$ cat src/rtl/rhd_chip_emulator.sv
`default_nettype none
// ============================================================================
// Module   : rhd_chip_emulator
// Purpose  : Responder-side model of one RHD2164 MISO lane. It decodes the
//            16-bit SPI command stream (CONVERT, CALIBRATE, CLEAR, WRITE and
//            READ) and returns each result two frames later, as the real chip
//            does.
// Options  : RHD_EMU_FRAME_ERR_EN adds the frame_err pulse and the saturating
//            frame_err_count outputs for discarded frames.
// Revision : 1.0 - initial release
// ============================================================================
module rhd_chip_emulator #(
    parameter int STARTING_SEED = 0,
    parameter int NUM_CHANNELS  = 64,
    parameter int CHIP_ID       = 4
) (
    input  logic        clk,
    input  logic        rst,
    input  logic        SCLK,
    input  logic        MOSI,
    input  logic        CS,
    output logic        MISO,
    output logic        cmd_strobe,
    output logic [15:0] cmd_word,
`ifdef RHD_EMU_FRAME_ERR_EN
    output logic        frame_err,
    output logic [7:0]  frame_err_count,
`endif
    output logic [15:0] conv_count
);

    localparam logic [15:0] C_SEED      = 16'(STARTING_SEED);
    localparam logic [15:0] C_NCH       = 16'(NUM_CHANNELS);
    localparam logic [15:0] C_LAST_CH   = 16'(NUM_CHANNELS - 1);
    localparam logic [7:0]  C_NCH8      = 8'(NUM_CHANNELS);
    localparam logic [7:0]  C_CHIP_ID   = 8'(CHIP_ID);
    localparam int          C_NUM_RW    = 22;
    localparam logic [15:0] C_CMD_CLEAR = 16'h6A00;

    typedef enum logic [1:0] {
        ST_IDLE   = 2'd0,
        ST_SHIFT  = 2'd1,
        ST_DECODE = 2'd2,
        ST_ABORT  = 2'd3
    } state_t;

    // Synchronizer and edge-detect flops (never reset: they must keep tracking
    // the pins while rst is high so the post-reset state reflects CS).
    logic sclk_meta_q, sclk_sync_q, sclk_prev_q;
    logic mosi_meta_q, mosi_sync_q;
    logic cs_meta_q, cs_sync_q, cs_prev_q;

    state_t      state_q, state_d;
    logic [4:0]  bit_cnt_q, bit_cnt_d;
    logic [15:0] rx_shift_q, rx_shift_d;
    logic [15:0] tx_shift_q, tx_shift_d;
    logic        miso_q, miso_d;
    logic [15:0] stage_a_q, stage_a_d;
    logic [15:0] stage_b_q, stage_b_d;
    logic [15:0] cmd_word_q, cmd_word_d;
    logic        cmd_strobe_q, cmd_strobe_d;
    logic [15:0] conv_count_q, conv_count_d;
    logic [7:0]  regs_q [0:C_NUM_RW-1];
    logic [7:0]  regs_d [0:C_NUM_RW-1];

`ifdef RHD_EMU_FRAME_ERR_EN
    logic        discard;
    logic        frame_err_q, frame_err_d;
    logic [7:0]  frame_err_count_q, frame_err_count_d;
`endif

    logic        sclk_rise, sclk_fall, cs_rise, cs_fall;
    logic [3:0]  tx_idx;
    logic [5:0]  cmd_addr;
    logic [7:0]  cmd_data;
    logic [7:0]  rd_data;
    logic [15:0] result;

    // Two-flop synchronizers on all three SPI pins plus one flop for edges.
    always_ff @(posedge clk) begin
        sclk_meta_q <= SCLK;
        sclk_sync_q <= sclk_meta_q;
        sclk_prev_q <= sclk_sync_q;
        mosi_meta_q <= MOSI;
        mosi_sync_q <= mosi_meta_q;
        cs_meta_q   <= CS;
        cs_sync_q   <= cs_meta_q;
        cs_prev_q   <= cs_sync_q;
    end

    assign sclk_rise = sclk_sync_q & ~sclk_prev_q;
    assign sclk_fall = ~sclk_sync_q & sclk_prev_q;
    assign cs_rise   = cs_sync_q & ~cs_prev_q;
    assign cs_fall   = ~cs_sync_q & cs_prev_q;

    // After k rising edges the master expects bit (15-k) of the result.
    assign tx_idx    = 4'(5'd15 - bit_cnt_q);
    assign cmd_addr  = rx_shift_q[13:8];
    assign cmd_data  = rx_shift_q[7:0];

    // Register file read port: R/W bank, identification ROM, zeros elsewhere.
    always_comb begin
        rd_data = 8'h00;
        if (cmd_addr < 6'(C_NUM_RW)) begin
            rd_data = regs_q[cmd_addr[4:0]];
        end else begin
            case (cmd_addr)
                6'd40:   rd_data = 8'h49;
                6'd41:   rd_data = 8'h4E;
                6'd42:   rd_data = 8'h54;
                6'd43:   rd_data = 8'h41;
                6'd44:   rd_data = 8'h4E;
                6'd60:   rd_data = 8'h01;
                6'd61:   rd_data = 8'h00;
                6'd62:   rd_data = C_NCH8;
                6'd63:   rd_data = C_CHIP_ID;
                default: rd_data = 8'h00;
            endcase
        end
    end

    // Frame FSM next state, shift registers, command decode and pipeline.
    always_comb begin
        state_d      = state_q;
        bit_cnt_d    = bit_cnt_q;
        rx_shift_d   = rx_shift_q;
        tx_shift_d   = tx_shift_q;
        miso_d       = miso_q;
        stage_a_d    = stage_a_q;
        stage_b_d    = stage_b_q;
        cmd_word_d   = cmd_word_q;
        cmd_strobe_d = 1'b0;
        conv_count_d = conv_count_q;
        regs_d       = regs_q;
        result       = 16'h0000;
`ifdef RHD_EMU_FRAME_ERR_EN
        discard      = 1'b0;
`endif
        case (state_q)
            ST_IDLE: begin
                miso_d = 1'b0;
                if (cs_fall) begin
                    state_d    = ST_SHIFT;
                    bit_cnt_d  = 5'd0;
                    tx_shift_d = stage_b_q;
                    miso_d     = stage_b_q[15];
                end
            end
            ST_SHIFT: begin
                // CS rising wins over any SCLK edge seen in the same cycle.
                if (cs_rise) begin
                    miso_d = 1'b0;
                    if (bit_cnt_q == 5'd16) begin
                        state_d = ST_DECODE;
                    end else begin
                        state_d = ST_IDLE;
`ifdef RHD_EMU_FRAME_ERR_EN
                        discard = 1'b1;
`endif
                    end
                end else if (sclk_rise) begin
                    if (bit_cnt_q == 5'd16) begin
                        state_d = ST_ABORT;
                        miso_d  = 1'b0;
`ifdef RHD_EMU_FRAME_ERR_EN
                        discard = 1'b1;
`endif
                    end else begin
                        rx_shift_d = {rx_shift_q[14:0], mosi_sync_q};
                        bit_cnt_d  = bit_cnt_q + 5'd1;
                    end
                end else if (sclk_fall) begin
                    if (bit_cnt_q == 5'd16) begin
                        miso_d = 1'b0;
                    end else if (bit_cnt_q != 5'd0) begin
                        miso_d = tx_shift_q[tx_idx];
                    end
                end
            end
            ST_DECODE: begin
                // CALIBRATE and unknown 01-class words simply return zero.
                case (rx_shift_q[15:14])
                    2'b00: begin
                        if ({10'd0, cmd_addr} < C_NCH) begin
                            result = C_SEED + {10'd0, cmd_addr} + conv_count_q;
                            if ({10'd0, cmd_addr} == C_LAST_CH) begin
                                conv_count_d = conv_count_q + 16'd1;
                            end
                        end
                    end
                    2'b01: begin
                        if (rx_shift_q == C_CMD_CLEAR) begin
                            conv_count_d = 16'h0000;
                        end
                    end
                    2'b10: begin
                        result = {8'hFF, cmd_data};
                        if (cmd_addr < 6'(C_NUM_RW)) begin
                            regs_d[cmd_addr[4:0]] = cmd_data;
                        end
                    end
                    default: begin
                        result = {8'h00, rd_data};
                    end
                endcase
                stage_b_d    = stage_a_q;
                stage_a_d    = result;
                cmd_word_d   = rx_shift_q;
                cmd_strobe_d = 1'b1;
                miso_d       = 1'b0;
                state_d      = ST_IDLE;
            end
            default: begin
                miso_d = 1'b0;
                if (cs_sync_q) begin
                    state_d = ST_IDLE;
                end
            end
        endcase
    end

`ifdef RHD_EMU_FRAME_ERR_EN
    // Discard pulse and saturating discard counter.
    always_comb begin
        frame_err_d       = discard;
        frame_err_count_d = frame_err_count_q;
        if (discard && (frame_err_count_q != 8'hFF)) begin
            frame_err_count_d = frame_err_count_q + 8'd1;
        end
    end

    // Discard status registers.
    always_ff @(posedge clk) begin
        if (rst) begin
            frame_err_q       <= 1'b0;
            frame_err_count_q <= 8'h00;
        end else begin
            frame_err_q       <= frame_err_d;
            frame_err_count_q <= frame_err_count_d;
        end
    end

    assign frame_err       = frame_err_q;
    assign frame_err_count = frame_err_count_q;
`endif

    // State register; a reset released with CS low lands in ABORT so the
    // interrupted frame can never be decoded.
    always_ff @(posedge clk) begin
        if (rst) begin
            state_q      <= cs_sync_q ? ST_IDLE : ST_ABORT;
            bit_cnt_q    <= 5'd0;
            rx_shift_q   <= 16'h0000;
            tx_shift_q   <= 16'h0000;
            miso_q       <= 1'b0;
            stage_a_q    <= 16'h0000;
            stage_b_q    <= 16'h0000;
            cmd_word_q   <= 16'h0000;
            cmd_strobe_q <= 1'b0;
            conv_count_q <= 16'h0000;
            for (int i = 0; i < C_NUM_RW; i++) begin
                regs_q[i] <= 8'h00;
            end
        end else begin
            state_q      <= state_d;
            bit_cnt_q    <= bit_cnt_d;
            rx_shift_q   <= rx_shift_d;
            tx_shift_q   <= tx_shift_d;
            miso_q       <= miso_d;
            stage_a_q    <= stage_a_d;
            stage_b_q    <= stage_b_d;
            cmd_word_q   <= cmd_word_d;
            cmd_strobe_q <= cmd_strobe_d;
            conv_count_q <= conv_count_d;
            regs_q       <= regs_d;
        end
    end

    assign MISO       = miso_q;
    assign cmd_strobe = cmd_strobe_q;
    assign cmd_word   = cmd_word_q;
    assign conv_count = conv_count_q;

endmodule
`default_nettype wire
$ cat config.mk
export PLATFORM = sky130hd
export DESIGN_NAME = rhd_chip_emulator
export DESIGN_NICKNAME = d
export VERILOG_FILES = /design/src/rtl/rhd_chip_emulator.sv
export SDC_FILE = /design/constraint.sdc
export NUM_CORES = 1
export LEC_CHECK = 0
export ABC_AREA = 1
export BUFFER_PORTS_ARGS = -buffer_cell sky130_fd_sc_hd__buf_2
export CELL_PAD_IN_SITES_DETAIL_PLACEMENT = 0
export CELL_PAD_IN_SITES_GLOBAL_PLACEMENT = 1
export CORE_MARGIN = 4
export CORE_UTILIZATION = 41
export CTS_CLUSTER_SIZE = 25
export DETAILED_ROUTE_END_ITERATION = 8
export GPL_ROUTABILITY_DRIVEN = 0
export HOLD_SLACK_MARGIN = 0.03
export PLACE_DENSITY_LB_ADDON = 0.3
export SETUP_SLACK_MARGIN = 0.5
export SYNTH_ARGS = -nofsm -noshare
export SYNTH_HDL_FRONTEND = slang
export SYNTH_SLANG_ARGS = --single-unit
$ cat constraint.sdc
create_clock -name clk -period 2 [get_ports clk]
set_input_delay 0.2 -clock clk [delete_from_list [all_inputs] [get_ports clk]]
set_output_delay 0.2 -clock clk [all_outputs]
set_load 0.005 [all_outputs]
**Word level (Yosys, flattened, before mapping)**

Index checks and enable logic that the tools add are counted.

- Bits of input ports: 5
- Register bits after elaboration: 289
- Output and inout port bits: 34

- Equality and inequality tests: 26
- Reductions and logical operators: 15
- Bitwise gates (word level): 11
- Mux-type cells: 37
- $lt $le $gt $ge: 4
- Add/subtract/negate cells: 4

Operator list:

| kind | count |
|---|---|
| 176-bit bitwise mux | 1 |
| 7-bit one-hot mux with 7 select lines | 1 |
| 6-bit equality test, second input constant | 8 |
| 16-bit one-hot mux with 3 select lines | 1 |
| 8-bit binary-select mux with 5-bit select | 1 |
| 8-bit demux with 5-bit select | 1 |
| 16-bit two-way mux | 2 |
| 8-bit two-way mux | 4 |
| 16-bit one-hot mux with 2 select lines | 1 |
| 5-bit two-way mux | 4 |
| 4-bit != test, second input constant | 5 |
| 16-bit by 1-bit adder with 16-bit output, second input constant | 1 |
| 6-bit by 16-bit adder with 16-bit output | 1 |
| 16-bit by 15-bit equality test with 1-bit output, second input constant | 1 |
| 2-bit two-way mux | 8 |
| 2-bit != test, second input constant | 6 |
| 4-bit AND reduction | 3 |
| 5-bit one-hot mux with 2 select lines | 1 |
| 5-bit nonzero test | 2 |
| 1-bit two-way mux | 9 |
| 6-bit >= comparator, second input constant | 1 |
| 6-bit by 1-bit less-than comparator with 1-bit output, second input constant | 1 |
| 6-bit by 5-bit less-than comparator with 1-bit output, second input constant | 1 |
| 1-bit NOT | 6 |
| other kinds (19) | 27 |

**Logic depth before layout (Yosys ltp)**

- Word-level depth: 9
- Depth in mapped cells: 15
- Gate-level depth less buffers: 13

**Worst setup path after synthesis**

No wires, ideal clock.

- Path kind: reg2reg
- Start: reg bit_cnt_q[0]
- End: reg bit_cnt_q[4]
- Data arrival time: 1947 ps
- Path buffers: 2
- Cell stages (with the launch flop): 11
- Period minus slack after synthesis: 2018 ps
- Library setup time: 70 ps
- Setup slack: -18 ps
- Cell sequence: dfxtp_1 -> clkbuf_1 -> inv_1 -> clkbuf_1 -> ha_1 -> nand4_1 -> inv_1 -> nand2_1 -> nand3_1 -> or3_1 -> a21oi_1

- Cells in the longest elaborated chain, start to end: 5
- Elaborated cells between the ends (all ways): 8
- Those cells by class: 1 x add/sub; 2 x eq/ne; 4 x mux; 1 x reduce/logical

RTL lines:

| what | RTL line | RTL |
|---|---|---|
| start, declared | 54 | `logic [4:0] bit_cnt_q, bit_cnt_d;` |
| start signal, assigned | 266 | `bit_cnt_q <= bit_cnt_d;` |
| 5-bit by 1-bit adder with 5-bit output | 170 | `bit_cnt_d = bit_cnt_q + 5'd1;` |
| 5-bit two-way mux | 162 | `if (bit_cnt_q == 5'd16) begin` |
| 5-bit two-way mux | 161 | `end else if (sclk_rise) begin` |
| 5-bit two-way mux | 151 | `if (cs_rise) begin` |
| 5-bit one-hot mux with 2 select lines | 139 | `case (state_q)` |

Several ways; a longest one is shown, not always the timed one. The select of a mux whose other input is x is not followed.
A chain may end at the register's enable or synchronous reset.

**Worst setup path after layout**

- Start: reg rx_shift_q[8]
- End: reg stage_a_q[2]

- Cells in the longest elaborated chain, start to end: 6
- Elaborated cells between the ends (all ways): 18
- Those cells by class: 1 x add/sub; 1 x order compare; 8 x eq/ne; 6 x mux; 1 x bitwise; 1 x reduce/logical

RTL lines:

| what | RTL line | RTL |
|---|---|---|
| start, declared | 55 | `logic [15:0] rx_shift_q, rx_shift_d;` |
| start signal, assigned | 267 | `rx_shift_q <= rx_shift_d;` |
| 5-bit NOT with 6-bit output (implied by the code) | 105 | `rd_data = regs_q[cmd_addr[4:0]];` |
| 8-bit binary-select mux with 5-bit select | 105 |  |
| 8-bit two-way mux (implied by the code) (2 in a row) | 105 |  |
| 8-bit two-way mux | 104 | `if (cmd_addr < 6'(C_NUM_RW)) begin` |
| 16-bit one-hot mux with 3 select lines * | 182 | `case (rx_shift_q[15:14])` |
| end signal, assigned | 270 | `stage_a_q <= stage_a_d;` |
| end, declared | 58 | `logic [15:0] stage_a_q, stage_a_d;` |

Every way passes the cells marked *; elsewhere a longest branch is shown, timed or not. The select of a mux whose other input is x is not followed.

==> metrics <==
outcome=completed; DRC=0; vias in the first global route=11.5k; 1st-iter DRT viols=956; # clock sinks=289; H-tree depth=1; IO Pins=39; routed wire length=43.9 mm; Clock Root Buffer=clkbuf_16; post-place setup slack=-43.9 ps; design area=18500 sq um; r2r setup slk=160 ps; Max stage delay cell, worst path=dfxtp_4; Worst-path clk slew=60 ps; hpwl dp=24.6 mm; Critical Path End Type=flop; Yosys cell types=41; Post-Synthesis Cells=1773; Die X=186 microns; Worst VDD drop=0.595 mV; Final period util=0.921; Max Cap Viol=0; worst-margin pin slew=604 ps; most common cell after layout, fill and taps aside=nand2_1; Setup Skew=7.38 ps; Initial Util=0.420; final setup TNS=0 ps; post-synth top area share=0.444; area leader, netlist=dfxtp_1; CP dominant cell by count=nand2_1; Mapped Area=12900 sq um; Final WS setup=158 ps; clock latency on the worst-skew pair=550 ps; drt wl/cell=18.5 microns; GRT Residual Overflow=0; count of final max-slew check failures=0; Reg area=5840 sq um; Post-DRT Antenna Nets=0; worst path required time=2440 ps; fmax=543 MHz; area of the core=30800 sq um; TritonCTS buffer count=31; Final Power=14900 uW; GRT Util Overall=0.220; reg2reg path depth=12; most frequent cells in the layout=357 x nand2_1, 268 x dfxtp_1, 160 x a21oi_2; via count=12.9k; critical path launch point type=flop; CP Class=reg2reg; Synth Warn #=0; Avg Synthesized Cell Area=7.30 sq um; CTS tree=done; leakage=0.00730 uW; setup violators final=0; buffers added on ports=38; Area Overhead vs Synth=43.3%; slowest stage delay, CP=480 ps; first-pass GRT wire length=61.7 mm; critical path cell sequence=buf_6 > nor2_4 > buf_12 > buf_2 > nand2_1 > nand4_1 > nand2_1 > nand2_1 > nor2_1 > nand2_1 > nand2_1 > a21oi_1; crit-path leading delay family=simple AND/OR/NAND/NOR gates; PwrDens=803 nW/um^2; largest net degree at the start of global routing=114; critical path arrival=2280 ps; relative max-transition margin=0.597; crit-path max FO=8; initial antenna violation count=0; share of cells above drive strength 1=0.355; hold slack final=287 ps; Core Rows=64; first drt pass iteration count=5; sequential area share after synthesis=0.449; die area=34500 sq um; diode count=0; start point of the worst hold path=SCLK; Bufs and invs on worst path=3; Hold EP=sclk_meta_q; min Tclk post-route=1840 ps; Hold Crit Class=in2reg; share of flip-flops with an asynchronous set or reset=0; R2R Path End=stage_a_q[2]; vias per cell=5.45; worst hold stages=2; Seq cells post-synth=289; EDFF count, synth=2; RSZ-0062 raised after global routing=true; Crit Reg-Reg Startpoint=rx_shift_q[8]; fill count=2694; Die Span Y=186 microns; Synth Net Count=1792; top cells by area, synth=dfxtp_1 44%, nand2_1 11%, a21oi_1 11%; Placed Area=14600 sq um; Multi-input gate area=7700 sq um; Final nets=1981; Main synth FF type=dfxtp_1; Clock Path Buffers=3; Fin. Hold Viols=0
## state kept, by name, indices dropped and copies added, names as in the netlist
name / count
bit_cnt_q: 5
sclk_sync_q: 1
sclk_meta_q: 1
cs_meta_q: 1
mosi_sync_q: 1
tx_shift_q: 16
stage_a_q: 16
mosi_meta_q: 1
MISO: 1
cs_prev_q: 1
regs_q: 176
conv_count: 16
sclk_prev_q: 1
state_q: 2
cs_sync_q: 1
rx_shift_q: 16
stage_b_q: 16
cmd_word: 16
cmd_strobe: 1
## report_power, final
group          total [uW]  leakage [uW]  switching, uW  internal, uW
combinational        2770       0.00443           1630          1140
sequential           6270       0.00236            201          6070
clock                5850      0.000506           2300          3550
## how the worst max path moves through the flow
stage | end | from | cells past startpoint
after detailed placement | regs_q[48] | state_q[0] | 8
after global placement | regs_q[96] | rx_shift_q[8] | 7
after global routing | regs_q[52] | rx_shift_q[11] | 10
after floorplan | bit_cnt_q[4] | bit_cnt_q[0] | 10
final | stage_a_q[2] | rx_shift_q[8] | 12
after CTS | stage_a_q[1] | rx_shift_q[8] | 12
## per-stage QoR
step / cells / utilization
floorplan: 1773 / -
global placement: 2170 / 0.473
detailed placement: 2170 / 0.473
CTS: 2287 / 0.534
global route: 2377 / 0.601
finish: 2377 / 0.601
## cells in the mapped netlist (all sizes together), types with 6 or more instances
cell / number
nand2: 398
a21oi: 287
dfxtp: 287
o21ai: 265
nor2: 140
inv: 103
nand3: 73
clkbuf: 68
buf: 43
nand4: 33
ha: 13
nor3: 12
xor2: 10
clkinv: 7
a211oi: 6
## layout make-up
cell class                      instances  share of cell area
Multi-Input combinational cell       1262               0.415
Timing Repair Buffer                  266               0.162
Clock buffer                           44              0.0477
Inverter                              111              0.0252
Clock inverter                          8             0.00756
Timing Repair inverter                  1            0.000337
Sequential cell                       289               0.315
Tap cell                              396              0.0267
## per-layer routing
metal,GRT usage,wire (microns)
met5,0,0
met2,0.375,21400
met3,0.0279,2000
met1,0.297,19100
met4,0.0533,1310
## what timing repair did
action | in CTS | in global routing
buffers inserted | 58 | 63
setup endpoints to repair | 252 | 270
endpoints found under the hold margin | 4 | 0
pin swaps | 19 | 69
gates resized for setup | 34 | 370
hold buffers | 4 | 0
gates cloned | 3 | 27
## worst reg2reg max path, cell delays in order, from the launching register on
cell and delay, ps:
dfxtp_4 480, buf_6 140, nor2_4 40, buf_12 140, buf_2 170, nand2_1 60
nand4_1 150, nand2_1 130, nand2_1 80, nor2_1 100, nand2_1 80, nand2_1 100
a21oi_1 70
## cells by family after synthesis
logic type	Yosys count	share of synthesized area
and+or+nand+nor	665	0.229
adders and majority gates	14	0.0141
buffers and inverters	222	0.0742
DFF	289	0.449
xor gates and xnor gates	14	0.00948
AOI/OAI and AO/OA	569	0.224
No activity file was read; power rests on OpenSTA's default activity.
